$ cat config.mk
export PLATFORM = sky130hd
export DESIGN_NAME = fetch_prefetch_unit
export DESIGN_NICKNAME = d
export VERILOG_FILES = /design/src/rtl/proc_pkg.sv /design/src/rtl/fetch_fifo.sv /design/src/rtl/fetch_prefetch_unit.sv
export SDC_FILE = /design/constraint.sdc
export NUM_CORES = 1
export LEC_CHECK = 0
export BUFFER_PORTS_ARGS = -buffer_cell sky130_fd_sc_hd__buf_2
export CELL_PAD_IN_SITES_DETAIL_PLACEMENT = 1
export CELL_PAD_IN_SITES_GLOBAL_PLACEMENT = 1
export CORE_MARGIN = 2
export CORE_UTILIZATION = 43
export DETAILED_ROUTE_END_ITERATION = 7
export GPL_ROUTABILITY_DRIVEN = 0
export PLACE_DENSITY_LB_ADDON = 0.1
export SETUP_SLACK_MARGIN = 0.3
export SLEW_MARGIN = 0
export SYNTH_ARGS = -nofsm -noshare
export SYNTH_HDL_FRONTEND = slang
export SYNTH_SLANG_ARGS = --single-unit
$ cat constraint.sdc
create_clock -name clock -period 3.3 [get_ports clock]
set_input_delay 0 -clock clock [delete_from_list [all_inputs] [get_ports clock]]
set_output_delay 0 -clock clock [all_outputs]
set_load 0.03 [all_outputs]
$ cat src/rtl/proc_pkg.sv
// Shared fetch-stage types and constants: address/instruction widths,
// reset PC, bubble encoding, FSM states and the buffered {pc, inst} entry.
package proc_pkg;

  localparam int PC_W = 16;
  localparam int INST_W = 16;

  localparam logic [PC_W-1:0]   RESET_PC = 16'h0000;
  localparam logic [INST_W-1:0] NOP      = 16'h0000;

  typedef enum logic [1:0] {
    IDLE  = 2'd0,
    RUN   = 2'd1,
    FLUSH = 2'd2
  } fetch_state_t;

  typedef struct packed {
    logic [PC_W-1:0]   pc;
    logic [INST_W-1:0] inst;
  } fetch_entry_t;

  // Next sequential word address; wraps from all-ones to zero.
  function automatic logic [PC_W-1:0] pc_inc(input logic [PC_W-1:0] pc);
    return pc + 1'b1;
  endfunction

endpackage

$ cat src/rtl/fetch_fifo.sv
// Small synchronous FIFO holding fetched {pc, inst} entries. Clear wins over
// push and pop; the head entry is presented combinationally.
module fetch_fifo
  import proc_pkg::*;
#(
  parameter  int DEPTH = 2,
  localparam int PTR_W = $clog2(DEPTH),
  localparam int CNT_W = PTR_W + 1
) (
  input  logic               clock,
  input  logic               reset,
  input  logic               clear,
  input  logic               push,
  input  fetch_entry_t       push_entry,
  input  logic               pop,
  output fetch_entry_t       head,
  output logic               head_valid,
  output logic [CNT_W-1:0]   count
);

  fetch_entry_t     mem_q [DEPTH];
  logic [PTR_W-1:0] wr_ptr_q, wr_ptr_d;
  logic [PTR_W-1:0] rd_ptr_q, rd_ptr_d;
  logic [CNT_W-1:0] count_q, count_d;
  logic             pop_ok;

  // Pointer and occupancy update; clear drops every entry at once.
  always_comb begin
    // NOTE: every combinational output gets a default first so no path can infer a latch.
    wr_ptr_d = wr_ptr_q;
    rd_ptr_d = rd_ptr_q;
    count_d  = count_q;
    pop_ok   = pop && (count_q != '0);
    if (clear) begin
      wr_ptr_d = '0;
      rd_ptr_d = '0;
      count_d  = '0;
    end else begin
      if (push)   wr_ptr_d = wr_ptr_q + PTR_W'(1);
      if (pop_ok) rd_ptr_d = rd_ptr_q + PTR_W'(1);
      unique case ({push, pop_ok})
        2'b10:   count_d = count_q + CNT_W'(1);
        2'b01:   count_d = count_q - CNT_W'(1);
        default: count_d = count_q;
      endcase
    end
  end

  // Control state registers with synchronous reset.
  always_ff @(posedge clock) begin
    // NOTE: sequential state uses <= so every flop samples pre-edge values.
    if (reset) begin
      wr_ptr_q <= '0;
      rd_ptr_q <= '0;
      count_q  <= '0;
    end else begin
      wr_ptr_q <= wr_ptr_d;
      rd_ptr_q <= rd_ptr_d;
      count_q  <= count_d;
    end
  end

  // Entry storage.
  always_ff @(posedge clock) begin
    // NOTE: storage is deliberately not reset; count_q alone decides what is valid.
    if (push && !clear) mem_q[wr_ptr_q] <= push_entry;
  end

  assign head       = mem_q[rd_ptr_q];
  assign head_valid = (count_q != '0);
  assign count      = count_q;

endmodule

$ cat src/rtl/fetch_prefetch_unit.sv
// Instruction fetch stage: owns the fetch PC, issues 1-cycle-latency reads to
// instruction memory, buffers responses so decode can stall, and flushes on a
// MEM-stage redirect.
module fetch_prefetch_unit
  import proc_pkg::*;
#(
  parameter  int DEPTH = 2,
  localparam int CNT_W = $clog2(DEPTH) + 1
) (
  input  logic              clock,
  input  logic              reset,
  input  logic              redirect,
  input  logic [PC_W-1:0]   redirect_pc,
  input  logic              id_ready,
  output logic              imem_req,
  output logic [PC_W-1:0]   imem_addr,
  input  logic [INST_W-1:0] imem_rdata,
  output logic [INST_W-1:0] inst,
  output logic [PC_W-1:0]   pc_calc,
  output logic              inst_valid,
  output logic [CNT_W-1:0]  buf_count
);

  localparam logic [CNT_W:0] DEPTH_V = (CNT_W+1)'(DEPTH);

  fetch_state_t    state_q, state_d;
  logic [PC_W-1:0] fpc_q, fpc_d;
  logic [PC_W-1:0] req_pc_q, req_pc_d;
  logic            inflight_q, inflight_d;
  logic            discard_q, discard_d;

  logic            issue, push, pop, head_valid;
  logic [CNT_W:0]  occupancy;
  fetch_entry_t    head, push_entry;

  // FSM next state, issue decision and fetch PC update. Redirect overrides
  // issue; a request only goes out if a buffer slot is reserved for it.
  always_comb begin
    state_d    = state_q;
    fpc_d      = fpc_q;
    req_pc_d   = req_pc_q;
    inflight_d = 1'b0;
    discard_d  = 1'b0;

    pop       = head_valid & id_ready;
    push      = inflight_q & ~discard_q & ~redirect;
    occupancy = {1'b0, buf_count} + (CNT_W+1)'(inflight_q) - (CNT_W+1)'(pop);
    issue     = (state_q != IDLE) && !redirect && (occupancy < DEPTH_V);

    unique case (state_q)
      IDLE:    state_d = RUN;
      RUN:     if (redirect) state_d = FLUSH;
      FLUSH:   state_d = redirect ? FLUSH : RUN;
      default: state_d = IDLE;
    endcase

    if (redirect) begin
      fpc_d     = redirect_pc;
      discard_d = inflight_q;
    end else if (issue) begin
      fpc_d      = pc_inc(fpc_q);
      req_pc_d   = fpc_q;
      inflight_d = 1'b1;
    end
  end

  // Fetch control registers with synchronous reset.
  always_ff @(posedge clock) begin
    if (reset) begin
      state_q    <= IDLE;
      fpc_q      <= RESET_PC;
      req_pc_q   <= '0;
      inflight_q <= 1'b0;
      discard_q  <= 1'b0;
    end else begin
      state_q    <= state_d;
      fpc_q      <= fpc_d;
      req_pc_q   <= req_pc_d;
      inflight_q <= inflight_d;
      discard_q  <= discard_d;
    end
  end

  assign push_entry = '{pc: req_pc_q, inst: imem_rdata};

  fetch_fifo #(.DEPTH(DEPTH)) u_fifo (
    .clock      (clock),
    .reset      (reset),
    .clear      (redirect),
    .push       (push),
    .push_entry (push_entry),
    .pop        (pop),
    .head       (head),
    .head_valid (head_valid),
    .count      (buf_count)
  );

  // Memory port and decode-facing outputs; bubbles read as NOP with pc_calc 0.
  always_comb begin
    imem_req   = issue;
    imem_addr  = fpc_q;
    inst_valid = head_valid;
    inst       = head_valid ? head.inst : NOP;
    pc_calc    = head_valid ? pc_inc(head.pc) : '0;
  end

endmodule
# Word-level counts from Yosys, hierarchy flattened
# Memories as Yosys holds them, arrays and structs flattened. A register that Yosys moved wholly into a read port is not among the register bits.
# Cells that the tools add are included.
# op_classes
n_eq_ne	5
mul	0
reduce_logical	13
n_bitwise	5
muxes	13
order_cmp	1
n_addsub	8
n_div	0
shifts	0
# ops
operator	n
16-bit 2-to-1 mux	4
16-bit by 1-bit adder with 16-bit output, second input constant	2
2-bit nonzero test	4
2-bit case mux with 3 select lines	1
1-bit 2-to-1 mux	5
2-bit by 1-bit equality test with 1-bit output, second input constant	2
2-bit equality test, second input constant	2
1-bit logical AND	4
2-bit 2-to-1 mux	2
2-bit case mux with 2 select lines	1
2-bit OR reduction	2
2-bit by 1-bit adder with 3-bit output	1
1-bit bitwise AND	3
3-bit by 2-bit less-than comparator with 1-bit output, second input constant	1
3-bit by 1-bit subtractor with 3-bit output	1
1-bit adder, second input constant	2
2-bit by 1-bit adder with 2-bit output, second input constant	1
2-bit zero test	1
2-bit inequality test, second input constant	1
1-bit inverter	2
2-bit AND reduction	1
2-bit by 1-bit subtractor with 2-bit output, second input constant	1
1-bit zero test	1
# totals
memories	1
wordCells	54
out_inout_bits	52
rom_bits	0
inputBits	36
ramBits	64
ff_bits	40
latchBits	0
# memory_table
name	words	width	rd	rd_ports_with_merged_regs	write_ports	line_no	text
u_fifo.mem_q	2	32	1	1	1	fetch_fifo.sv:21	fetch_entry_t mem_q [DEPTH];

# Longest topological paths before layout
# Gate-level depths: netlist of the first run.
# depth
word_depth	7
depth_mapped	13
depth_no_buf	12

# Modules after synthesis
# A second synthesis of the first run with hierarchy kept.
# unflattened
cells_unflattened	405
area_unflattened_um2	4660.7
# modules_own_cells
mod	seq_area_each_um2	area_per_inst_um2	cells_per_inst	instances
fetch_fifo	2021.9	2517.4	122	1
fetch_prefetch_unit	720.7	2143.3	283	1

# Least setup slack after synthesis of the first run
# OpenSTA, ideal clock, no wires.
# synth_path
kind	register to register
startpoint	register u_fifo.count_q[1] (netlist: u_fifo.count[1])
endpoint	register fpc_q[0] (netlist: imem_addr[0])
required_time_ps	3172
slack_ps	-8
setup_ps	128
path_buffers	1
t_arrival_ps	3181
path_stages_with_launch	14
synth_period_minus_slack_ps	3308
path_cell_list	dfxtp_1 -> nor2_1 -> inv_1 -> and2_1 -> ha_1 -> nand2b_1 -> fa_1 -> xor2_1 -> or4b_4 -> inv_2 -> nor2_1 -> buf_2 -> a221oi_1 -> nor2_1
# synth_between
elab_chain_cells	6
word_cells_on_any_way	7
classes_between	2 x add/sub; 1 x order compare; 1 x bitwise; 3 x reduce/logical
# synth_lines
item	line_no	text
start, declared	fetch_fifo.sv:24	logic [CNT_W-1:0] count_q, count_d;
start signal, assigned	fetch_fifo.sv:59	count_q <= count_d;
2-bit nonzero test	fetch_fifo.sv:70	assign head_valid = (count_q != '0);
via inst_valid	fetch_prefetch_unit.sv:20	output logic inst_valid,
1-bit bitwise AND	fetch_prefetch_unit.sv:45	pop = head_valid & id_ready;
3-bit by 1-bit subtractor with 3-bit output	fetch_prefetch_unit.sv:47	occupancy = {1'b0, buf_count} + (CNT_W+1)'(inflight_q) - (CNT_W+1)'(pop);
3-bit by 2-bit less-than comparator with 1-bit output	fetch_prefetch_unit.sv:48	issue = (state_q != IDLE) && !redirect && (occupancy < DEPTH_V);
1-bit logical AND	fetch_prefetch_unit.sv:48	
2-bit nonzero test (no source line)	n/a	
end signal, assigned	fetch_prefetch_unit.sv:77	fpc_q <= fpc_d;
end, declared	fetch_prefetch_unit.sv:27	logic [PC_W-1:0] fpc_q, fpc_d;
# The timed path passes the listed nets, and every way through them passes these cells.
# A chain may end at the register's enable or synchronous reset.

# Worst setup path in the final report of the first run
# layout_path
startpoint	register u_fifo.count_q[1] (netlist: u_fifo.count[1])
endpoint	register fpc_q[7] (netlist: imem_addr[7])
# layout_between
elab_chain_cells	6
word_cells_on_any_way	7
classes_between	2 x add/sub; 1 x order compare; 1 x bitwise; 3 x reduce/logical
# layout_lines
item	line_no
branches (longest 2 deep; another with 2-bit by 1-bit adder with 3-bit output)	n/a
3-bit by 1-bit subtractor with 3-bit output (*)	fetch_prefetch_unit.sv:47
3-bit by 2-bit less-than comparator with 1-bit output (*)	fetch_prefetch_unit.sv:48
1-bit logical AND (*)	fetch_prefetch_unit.sv:48
2-bit nonzero test (no source line) (*)	n/a
# Every way passes the cells marked *.

==> results by group, run 1 <==
Status
  – Status: finished, final reports clean

STA
  – Least-Margin Pin Slew: 778 ps
  – Final worst slack: 286 ps
  – Period utilization: 91.3%
  – Slew Limit Headroom: 48.1%
  – Setup TNS: 0 ps
  – RSZ-0062 raised after global routing: true
  – Final setup viols: 0
  – Layout Skew: 10.4 ps
  – Worst Hold Slack: 178 ps
  – Clock period minus worst slack: 3010 ps
  – Slew Limit Fails: 0
  – Final hold violation count: 0
  – F_max: 332 MHz

Floorplan
  – Chip width: 108 um
  – I/O pin cnt: 88
  – Starting Density: 44.5%
  – Die ar.: 11600 sq um
  – Die Y: 108 um
  – # rows: 37
  – Core area: 10400 sq um

Setup path
  – Worst EP arrival: 3300 ps
  – Worst setup EP type: flop
  – FF-to-FF path depth: 12
  – CP Class: flop to flop
  – Crit Path Max Fanout: 6
  – Worst Path Required: 3590 ps
  – Startpoint Class: flop

CTS
  – Htree depth: 3
  – Clk sinks: 105
  – CTS buffer count: 9
  – CTS root buf: clkbuf_8
  – CTS Buffer Depth: 2
  – Clock-pin slew on the worst setup and hold paths: 100 ps
  – Worst skew pair latency: 360 ps
  – TritonCTS clock tree: built

Detailed routing
  – Via-to-Cell Ratio: 5.10
  – DRC violations left: 0
  – Pre-antenna DRT Iters: 4
  – DR iter-0 viols: 116
  – Wirelength per Cell: 16.6 um
  – Final ANT Viol Nets: 0
  – Vias: 3530
  – Aggregate routed wire length: 11500 um

GRT
  – Grt total ovfl: 0
  – First-pass GRT wire length: 17600 um
  – Largest net degree at the start of global routing: 42
  – Vias in the first global route: 3584
  – Initial antenna violation count: 0
  – Global Route Usage Sum: 19.3%

Layout
  – Final #Nets: 592
  – Layout cell share with drive strength beyond 1: 28.4%
  – N_diodes: 0
  – Fill count: 1127
  – Area growth syn-to-layout: 30.9%
  – Fin area: 6070 sq um

Logic synthesis
  – Ys Warns: 0
  – Top-area cell type share of the netlist area: 41.5%
  – Synth Register Bits: 105
  – Syn avg cell area: 11.0 sq um
  – Synthesized area: 4640 sq um
  – Mapped Nets: 461
  – Count of cell types in the netlist: 45
  – Cell with the most instances after synthesis: edfxtp_1
  – Mapped Cells: 420
  – Synth top cells by count: edfxtp_1 (64), nand2_1 (47), nor2_1 (43)
  – Post-synth EDFFs: 64
  – Largest area contributor in the netlist: edfxtp_1
  – Seq/Total Area, Yosys: 59.2%
  – Fraction of registers with async set or reset after synthesis: 0%
  – Top FF cell, synth: edfxtp_1
  – Top cells by area, synth: edfxtp_1 (41%), dfxtp_1 (18%), mux2i_1 (5.6%), a21oi_1 (3.9%), nand2_1 (3.8%)

Placed design
  – DPL Wire Length: 6980 um
  – Worst setup slack after placement: 260 ps
  – Area after DPL: 5200 sq um
  – I/O Buffers: 87

Pwr
  – VDD IR max: 181 uV
  – Overall power: 0.00248 W
  – Power Density: 409 nW/um^2
  – Leak: 2.28 nW

Flow run
  – Max_cap viols: 0

Worst hold path
  – Worst Hold Depth: 3
  – Hold Crit Class: input pin to flop
-- layout make-up --
| type | instances | area (sq um) | area share [%] |
|---|---|---|---|
| sequential | 105 | 2750 | 45.3 |
| multi-input combinational | 284 | 1860 | 30.7 |
| timing repair buffer | 144 | 1060 | 17.5 |
| tap | 136 | 170 | 2.80 |
| clock buffer | 10 | 128 | 2.10 |
| clock inverter | 6 | 58.8 | 0.969 |
| inverter | 7 | 31.3 | 0.515 |
-- cell usage in the layout, fill, tap and decap left out, types with 9 or more instances in the layout --
cell type      synthesis  final
nand2_1               47     47
mux2i_1               26     26
a21oi_1               36     35
buf_2                 11     86
buf_4                  1     17
xnor2_1               12     12
dfxtp_1               41     38
dlygate4sd3_1          0     32
nor2_1                43     40
nand3_1               14     14
edfxtp_1              64     64
clkbuf_8               0      9
-- where the power goes --
group	switching (W)	leakage, nW	internal (W)
Sequential	0.0000343	0.962	0.00141
Combinational	0.000144	1.23	0.000123
Clock	0.000419	0.0897	0.000346
Total	0.000597	2.28	0.00188
-- final timing paths --
path / from / to / slack [ps]
worst max-delay path: u_fifo.count[1]$_SDFFE_PP0P_ / imem_addr[7]$_SDFFE_PP0P_ / 290
worst min-delay path: redirect / imem_addr[15]$_SDFFE_PP0P_ / 180
worst max register to register: u_fifo.count[1]$_SDFFE_PP0P_ / imem_addr[7]$_SDFFE_PP0P_ / 290
worst min register to register: req_pc_q[8]$_SDFFE_PP0P_ / u_fifo.mem_q[1][24]$_DFFE_PP_ / 470
-- per-layer routing --
layer | wire (um) | vias up | GRT usage [%]
met5 | 0 | - | 0
met4 | 182 | 0 | 6.78
met3 | 453 | 15 | 3.51
met2 | 5770 | 93 | 32.8
met1 | 5090 | 1656 | 24.8
li1 | - | 1766 | -
-- cell families (layout without fill, tap and decap cells) --
| family | Yosys count | in the layout | share of synthesized area [%] |
|---|---|---|---|
| compound gates | 70 | 70 | 8.83 |
| flops | 105 | 105 | 59.2 |
| mux | 31 | 31 | 6.83 |
| buf+inv | 31 | 167 | 3.21 |
| xor+xnor | 20 | 20 | 3.78 |
| fa+ha+maj | 6 | 6 | 1.73 |
| simple gates | 157 | 157 | 16.5 |
-- metrics by stage --
stage	utilization, %	cells
floorplan	-	420
global placement	49.9	628
detailed placement	49.9	628
CTS	55.0	676
global route	58.3	692
finish	58.3	692
-- state kept, by name, summed over array words and instances, names as in the netlist, named ones only --
name,cells
discard_q,1
imem_addr,16
inflight_q,1
req_pc_q,16
state_q,2
u_fifo.count,2
u_fifo.mem_q,64
u_fifo.rd_ptr_q,1
u_fifo.wr_ptr_q,1
-- critical path, cell delays in order, from the launching register on --
cell and delay, ps:
dfxtp_4 380, nor2_4 120, inv_2 40, and2_4 150, ha_4 200, nand2b_4 140
fa_2 400, xor2_2 180, or4b_4 610, buf_12 190, nor3_2 230, nand2b_1 120
a31oi_1 180
-- repair_timing --
action / 4_1_cts / 5_1_grt
hold buffers: 32 / 0
buffers inserted: 0 / 12
pin swaps: 0 / 10
gates resized for setup: 7 / 32
endpoints found under the setup margin: 12 / 22
hold endpoints to repair: 48 / 0
cloned: 0 / 4
Note: power is estimated with default switching activity, not from simulation.
==> run 2, diff against run 1 <==
--- a/config.mk
+++ b/config.mk
@@ -5,7 +5,8 @@
 export SDC_FILE = /design/constraint.sdc
 export NUM_CORES = 1
 export LEC_CHECK = 0
-export BUFFER_PORTS_ARGS = -buffer_cell sky130_fd_sc_hd__buf_2
+export BUFFER_PORTS_ARGS = -buffer_cell sky130_fd_sc_hd__buf_4
+export CAP_MARGIN = 20
 export CELL_PAD_IN_SITES_DETAIL_PLACEMENT = 1
 export CELL_PAD_IN_SITES_GLOBAL_PLACEMENT = 1
 export CORE_MARGIN = 2
==> run 2 against run 1 <==
Effect of this change: combinational power increased by 7%; sequential power about the same; power decreased by 0.55%; register-to-register slack improved by 20 ps; via count increased by 1.3%; cell area increased by 2.3%; first-iteration DRC count increased by 17%; die area unchanged; sequential cell count unchanged; sequential share of layout area decreased by 0.98 points; fmax increased by 0.76%; non-clock buffer count decreased by 6; largest power group unchanged.
==> results by group, run 2 (synthesized netlist as in run 1, its figures left out) <==
GRT
  – First-pass GRT wire length: 17700 um
  – Grt total ovfl: 0
  – GRT met1 Usage: 24.6%
  – Global Route Usage Sum: 19.4%
  – Met3 Use GR: 2.78%
  – Vias in the first global route: 3696
  – GRT Max-Usage Layer: met2
  – Largest net degree at the start of global routing: 42
  – M2 GR Usage: 33.4%
  – Initial antenna violation count: 0

Layout
  – Commonest cells after routing, fill and taps aside: buf_4 (98), edfxtp_1 (64), nand2_1 (47), nor2_1 (39), dfxtp_1 (38)
  – Max FFs per register: 64
  – Area of the multi-input gates: 1850 sq um
  – Register area: 2750 sq um
  – Layout cell share with drive strength beyond 1: 27.3%
  – Area growth syn-to-layout: 33.9%
  – Fill count: 1119
  – Register with the most flip-flops: u_fifo.mem_q
  – N_diodes: 0
  – Final core utilization: 59.6%
  – Final #Nets: 586
  – Commonest non-fill, non-tap cell in the layout: buf_4

Setup path
  – CP max stage delay: 600 ps
  – Most used cell, CP: a21oi_1
  – Worst-path cell chain: nor2_4, inv_2, and2_4, ha_4, nand2b_4, fa_2, xor2_1, or4b_4, buf_12, nor4_1, a21oi_1, a21oi_1
  – FF-to-FF setup slack: 310 ps
  – Startpoint Class: flop
  – CP Class: flop to flop
  – Reg-to-Reg End: imem_addr[6]$_SDFFE_PP0P_
  – Worst Path Buf+Inv: 2
  – FF-to-FF path depth: 12
  – Reg2reg start: u_fifo.count[1]$_SDFFE_PP0P_
  – Crit Path Max Fanout: 6
  – Worst setup EP type: flop
  – Cell family contributing the most delay on the critical path: simple AND/OR/NAND/NOR gates
  – Slowest CP cell: or4b_4
  – Worst EP arrival: 3290 ps
  – Worst Path Required: 3600 ps

Floorplan
  – I/O pin cnt: 88
  – Die ar.: 11600 sq um
  – Chip width: 108 um
  – Die Y: 108 um
  – # rows: 37
  – Core area: 10400 sq um
  – Starting Density: 44.5%

Pwr
  – Power Density: 397 nW/um^2
  – Combinational fraction of design power: 11.6%
  – Sw frac: 24.9%
  – Int Pwr: 0.00185 W
  – Clock share of power: 29.7%
  – Sequential share of power: 58.7%
  – Sw Pwr: 0.000613 W
  – VDD IR max: 192 uV
  – Leak: 2.26 nW

Detailed routing
  – Via-to-Cell Ratio: 5.21
  – DR iter-0 viols: 136
  – DRC violations left: 0
  – Final ANT Viol Nets: 0
  – Vias: 3577
  – Wirelength per Cell: 16.2 um
  – Pre-antenna DRT Iters: 4
  – Aggregate routed wire length: 11100 um

STA
  – Clock period minus worst slack: 2990 ps
  – Final worst slack: 309 ps
  – Setup TNS: 0 ps
  – Period utilization: 90.6%
  – Final hold violation count: 0
  – RSZ-0062 raised after global routing: true
  – F_max: 334 MHz
  – Final setup viols: 0
  – Worst Hold Slack: 40.2 ps
  – Layout Skew: 15.0 ps
  – Least-Margin Pin Slew: 602 ps
  – Slew Limit Headroom: 59.8%
  – Slew Limit Fails: 0

Placed design
  – I/O Buffers: 87
  – DPL Wire Length: 7050 um
  – Worst setup slack after placement: 199 ps

CTS
  – CTS root buf: clkbuf_8
  – TritonCTS clock tree: built
  – Clock-pin slew on the worst setup and hold paths: 100 ps
  – Clk sinks: 105
  – CTS buffer count: 9
  – Worst skew pair latency: 370 ps
  – CTS Buffer Depth: 2
  – Htree depth: 3

Flow run
  – Max_cap viols: 0

Worst hold path
  – Min-delay src: redirect
  – Worst Hold Path EP: u_fifo.count[1]$_SDFFE_PP0P_
  – Worst Hold Depth: 2
  – Hold Crit Class: input pin to flop

Status
  – Status: finished, final reports clean
-- run 2: layout make-up --
type                            instances  share of cell area (%)
Sequential cell                       105                    44.4
Multi-Input combinational cell        284                    29.7
Timing Repair Buffer                  138                    19.9
Tap cell                              136                    2.74
Clock buffer                           12                    2.34
Inverter                                7                   0.504
Clock inverter                          4                   0.464
-- run 2: worst max path at each step --
stage	startpoint	to	slack, ps	cells after the start
floorplan	u_fifo.count[1]$_SDFFE_PP0P_	imem_addr[0]$_SDFFE_PP0P_	320	13
global placement	u_fifo.count[0]$_SDFFE_PP0P_	imem_addr[7]$_SDFFE_PP0P_	390	12
detailed placement	u_fifo.count[0]$_SDFFE_PP0P_	imem_addr[12]$_SDFFE_PP0P_	200	12
CTS	u_fifo.count[0]$_SDFFE_PP0P_	imem_req	280	11
global route	u_fifo.count[1]$_SDFFE_PP0P_	imem_addr[6]$_SDFFE_PP0P_	170	12
finish	u_fifo.count[1]$_SDFFE_PP0P_	imem_addr[6]$_SDFFE_PP0P_	310	12
-- run 2: timing repair --
item / in CTS / in global routing
endpoints found under the setup margin: 13 / 18
resized for setup: 14 / 23
pin swaps: 2 / 11
hold buffers: 32 / 0
cloned: 2 / 2
hold endpoints to repair: 48 / 0
buffers inserted: 2 / 4
-- run 2: routing by layer --
metal  vias to the layer above  share of wire [%]  wire length [um]
met4                         0                2.0               218
met2                        94                 50              5530
met5                         -                  0                 0
met1                      1702                 45              4960
li1                       1763                  -                 -
met3                        18                3.9               432
-- run 2: per-stage QoR --
stage / instances / area, sq um / total power, W
finish: 686 / 6210 / 0.00247
global route: 686 / 6210 / 0.00256
CTS: 680 / 6050 / 0.00245
detailed placement: 628 / 5420 / 0.00168
global placement: 628 / 5420 / 0.00168
floorplan: 420 / 4650 / 0.00159
-- run 2: power by group through the flow --
stage	combinational [W]	sequential [W]	clock (W)
after floorplan	0.000104	0.00149	0
after global placement	0.000202	0.00148	0
after detailed placement	0.000207	0.00148	0
after CTS	0.000264	0.00145	0.000744
after global routing	0.000310	0.00145	0.000796
final	0.000286	0.00145	0.000732
==> run 3, diff against run 2 <==
--- a/config.mk
+++ b/config.mk
@@ -5,12 +5,13 @@
 export SDC_FILE = /design/constraint.sdc
 export NUM_CORES = 1
 export LEC_CHECK = 0
+export ABC_AREA = 1
 export BUFFER_PORTS_ARGS = -buffer_cell sky130_fd_sc_hd__buf_4
 export CAP_MARGIN = 20
 export CELL_PAD_IN_SITES_DETAIL_PLACEMENT = 1
 export CELL_PAD_IN_SITES_GLOBAL_PLACEMENT = 1
 export CORE_MARGIN = 2
-export CORE_UTILIZATION = 43
+export CORE_UTILIZATION = 42
 export DETAILED_ROUTE_END_ITERATION = 7
 export GPL_ROUTABILITY_DRIVEN = 0
 export PLACE_DENSITY_LB_ADDON = 0.1
==> run 3 against run 2 <==
Effect of this change: the run now ends with design-rule violations left; synthesized cell count increased by 41%; combinational power increased by 7.0%; first-iteration DRC count increased by 110%; sequential share of layout area decreased by 0.98 points; fmax increased by 5.5%; largest power group unchanged.
==> results by group, run 3 <==
Detailed routing
  – Vias: 4412
  – Via-to-Cell Ratio: 5.17
  – Wirelength per Cell: 15.6 um
  – Pre-antenna DRT Iters: 6
  – DRC violations left: 7
  – Aggregate routed wire length: 13300 um
  – DR iter-0 viols: 279
  – Final ANT Viol Nets: 0

CTS
  – Worst skew pair latency: 340 ps
  – Clock-pin slew on the worst setup and hold paths: 70 ps
  – Htree depth: 3
  – CTS root buf: clkbuf_16
  – CTS Buffer Depth: 2
  – TritonCTS clock tree: built
  – Setup Buffers After CTS: 0
  – CTS buffer count: 9
  – Clk sinks: 105

Placed design
  – Area after DPL: 5720 sq um
  – I/O Buffers: 87
  – DPL Wire Length: 9230 um

GRT
  – Vias in the first global route: 4647
  – First-pass GRT wire length: 22400 um
  – Global Route Usage Sum: 21.7%
  – Largest net degree at the start of global routing: 47
  – Grt total ovfl: 0
  – Initial antenna violation count: 0
  – GRT Max-Usage Layer: met2
  – Met3 Use GR: 3.64%
  – M2 GR Usage: 39.2%
  – GRT met1 Usage: 26.7%

STA
  – Period utilization: 85.9%
  – RSZ-0062 raised after global routing: false
  – Worst Hold Slack: 13.1 ps
  – Least-Margin Pin Slew: 728 ps
  – Slew Limit Headroom: 51.4%
  – Final hold violation count: 0
  – Layout Skew: 9.93 ps
  – Final setup viols: 0
  – Slew Limit Fails: 0
  – Clock period minus worst slack: 2830 ps
  – Setup TNS: 0 ps
  – F_max: 353 MHz

Flow run
  – Max_cap viols: 0

Pwr
  – Power Density: 445 nW/um^2
  – Overall power: 0.00282 W
  – Leak: 2.72 nW
  – Int Pwr: 0.00212 W
  – Clock share of power: 36.5%
  – Sequential share of power: 52.7%
  – VDD IR max: 283 uV
  – Sw frac: 24.7%
  – Combinational fraction of design power: 10.8%
  – Sw Pwr: 0.000697 W

Setup path
  – FF-to-FF path depth: 15
  – Startpoint Class: flop
  – Worst setup EP type: primary output
  – Crit Path Max Fanout: 18
  – Reg2reg start: u_fifo.count[0]$_SDFFE_PP0P_
  – Worst Path Required: 3300 ps
  – FF-to-FF setup slack: 530 ps
  – Reg-to-Reg End: imem_addr[15]$_SDFFE_PP0P_
  – CP Class: flop to primary output
  – Worst EP arrival: 2830 ps

Floorplan
  – Core area: 11500 sq um
  – Die Y: 113 um
  – Starting Density: 43.3%
  – # rows: 39
  – I/O pin cnt: 88
  – Die ar.: 12800 sq um
  – Chip width: 113 um

Layout
  – Layout cell share with drive strength beyond 1: 19.6%
  – N_diodes: 0
  – Final #Nets: 746
  – Area of the multi-input gates: 1870 sq um
  – Register with the most flip-flops: u_fifo.mem_q
  – Max FFs per register: 64
  – Final core utilization: 55.0%
  – Register area: 2750 sq um
  – Fin area: 6330 sq um
  – Commonest non-fill, non-tap cell in the layout: nand2_1
  – Fill count: 1376
  – Area growth syn-to-layout: 26.8%
  – Commonest cells after routing, fill and taps aside: nand2_1 (170), buf_4 (92), inv_1 (65), edfxtp_1 (64), nor2_1 (61)

Logic synthesis
  – Top cells by area, synth: edfxtp_1 (39%), dfxtp_1 (16%), nand2_1 (13%), inv_1 (4.9%), nor2_1 (4.9%)
  – Cell with the most instances after synthesis: nand2_1
  – Top FF cell, synth: edfxtp_1
  – Fraction of registers with async set or reset after synthesis: 0%
  – Seq/Total Area, Yosys: 55.0%
  – Syn avg cell area: 8.43 sq um
  – Mapped Cells: 592
  – Top-area cell type share of the netlist area: 38.5%
  – Synth top cells by count: nand2_1 (172), inv_1 (65), nor2_1 (65)
  – Count of cell types in the netlist: 32
  – Post-synth EDFFs: 64
  – Ys Warns: 0
  – Synthesized area: 4990 sq um
  – Largest area contributor in the netlist: edfxtp_1
  – Mapped Nets: 633
  – Synth Register Bits: 105

Worst hold path
  – Worst Hold Depth: 5
  – Hold Crit Class: input pin to flop
  – Min-delay src: redirect_pc[8]
  – Worst Hold Path EP: imem_addr[8]$_SDFFE_PP0P_

Status
  – Status: finished with violations
  – Failing checks: design-rule violations
## run 3: cell types whose count changed after synthesis, moves of 6 or more
cell	change
nand2_1	+125
inv_1	+59
mux2i_1	-25
o21ai_0	+24
nor2_1	+22
nand3_1	+19
xnor2_1	-12
and2_1	-8
buf_2	-7
nand2_2	+7
a22oi_1	-6
## run 3: stage by stage
step	setup WS, ps	instances
after floorplan	520	592
after global placement	373	806
after detailed placement	115	806
after CTS	348	853
after global routing	342	853
final	466	853
## run 3: cell families (layout without fill, tap and decap cells)
logic type | Yosys count | count (layout) | synth area share, %
multiplexers | 1 | 1 | 0.201
buffers and inverters | 89 | 207 | 8.02
flip-flops | 105 | 105 | 55.0
XOR/XNOR | 3 | 3 | 0.527
adder cells (fa/ha/maj) | 5 | 5 | 1.40
AND/OR/NAND/NOR | 299 | 299 | 25.3
AO/OA/AOI/OAI | 90 | 90 | 9.63
## run 3: worst max path at each step
stage,start,end,slack (ps),cells after the start
after floorplan,u_fifo.count[0]$_SDFFE_PP0P_,req_pc_q[10]$_SDFFE_PP0P_,520,13
after global placement,u_fifo.count[1]$_SDFFE_PP0P_,imem_addr[7]$_SDFFE_PP0P_,370,13
after detailed placement,u_fifo.count[0]$_SDFFE_PP0P_,req_pc_q[8]$_SDFFE_PP0P_,120,13
after CTS,u_fifo.count[0]$_SDFFE_PP0P_,imem_req,350,12
after global routing,u_fifo.count[0]$_SDFFE_PP0P_,imem_req,340,12
final,u_fifo.count[0]$_SDFFE_PP0P_,imem_req,470,12
## run 3: critical path, stage by stage, from the launching register on
cell	delay [ps]
dfxtp_2	350
nor2_2	130
inv_1	80
nand2_1	60
inv_1	80
ha_1	270
or2_2	300
fa_1	480
nand2_1	60
nor2_2	160
nand2_4	150
inv_6	170
buf_4	180
## run 3: repair_timing
action | 4_1_cts | 5_1_grt
hold buffers | 30 | 0
hold endpoints to repair | 48 | 0
cloned | 1 | 0
pin swaps | 0 | 1
setup endpoints to repair | 25 | 13
gates resized for setup | 4 | 4
## run 3: power groups by stage
stage	registers, W	logic (W)	clock network [W]
after global placement	0.00151	0.000260	0
after detailed placement	0.00152	0.000271	0
final	0.00149	0.000306	0.00103
after global routing	0.00149	0.000337	0.00109
after CTS	0.00149	0.000307	0.00105
after floorplan	0.00153	0.000143	0
## run 3: layer usage
metal / routed length [um] / vias to the layer above
met5: 0 / -
met3: 531 / 22
met4: 221 / 0
li1: - / 2161
met1: 5830 / 2122
met2: 6680 / 107
## run 3: area by class of cell
class                      count  area share, %
multi-input combinational    398           29.5
tap                          143           2.83
timing repair inverter         1         0.0593
inverter                      68           4.11
sequential                   105           43.4
clock buffer                  13           4.11
clock inverter                 3          0.356
timing repair buffer         122           15.7
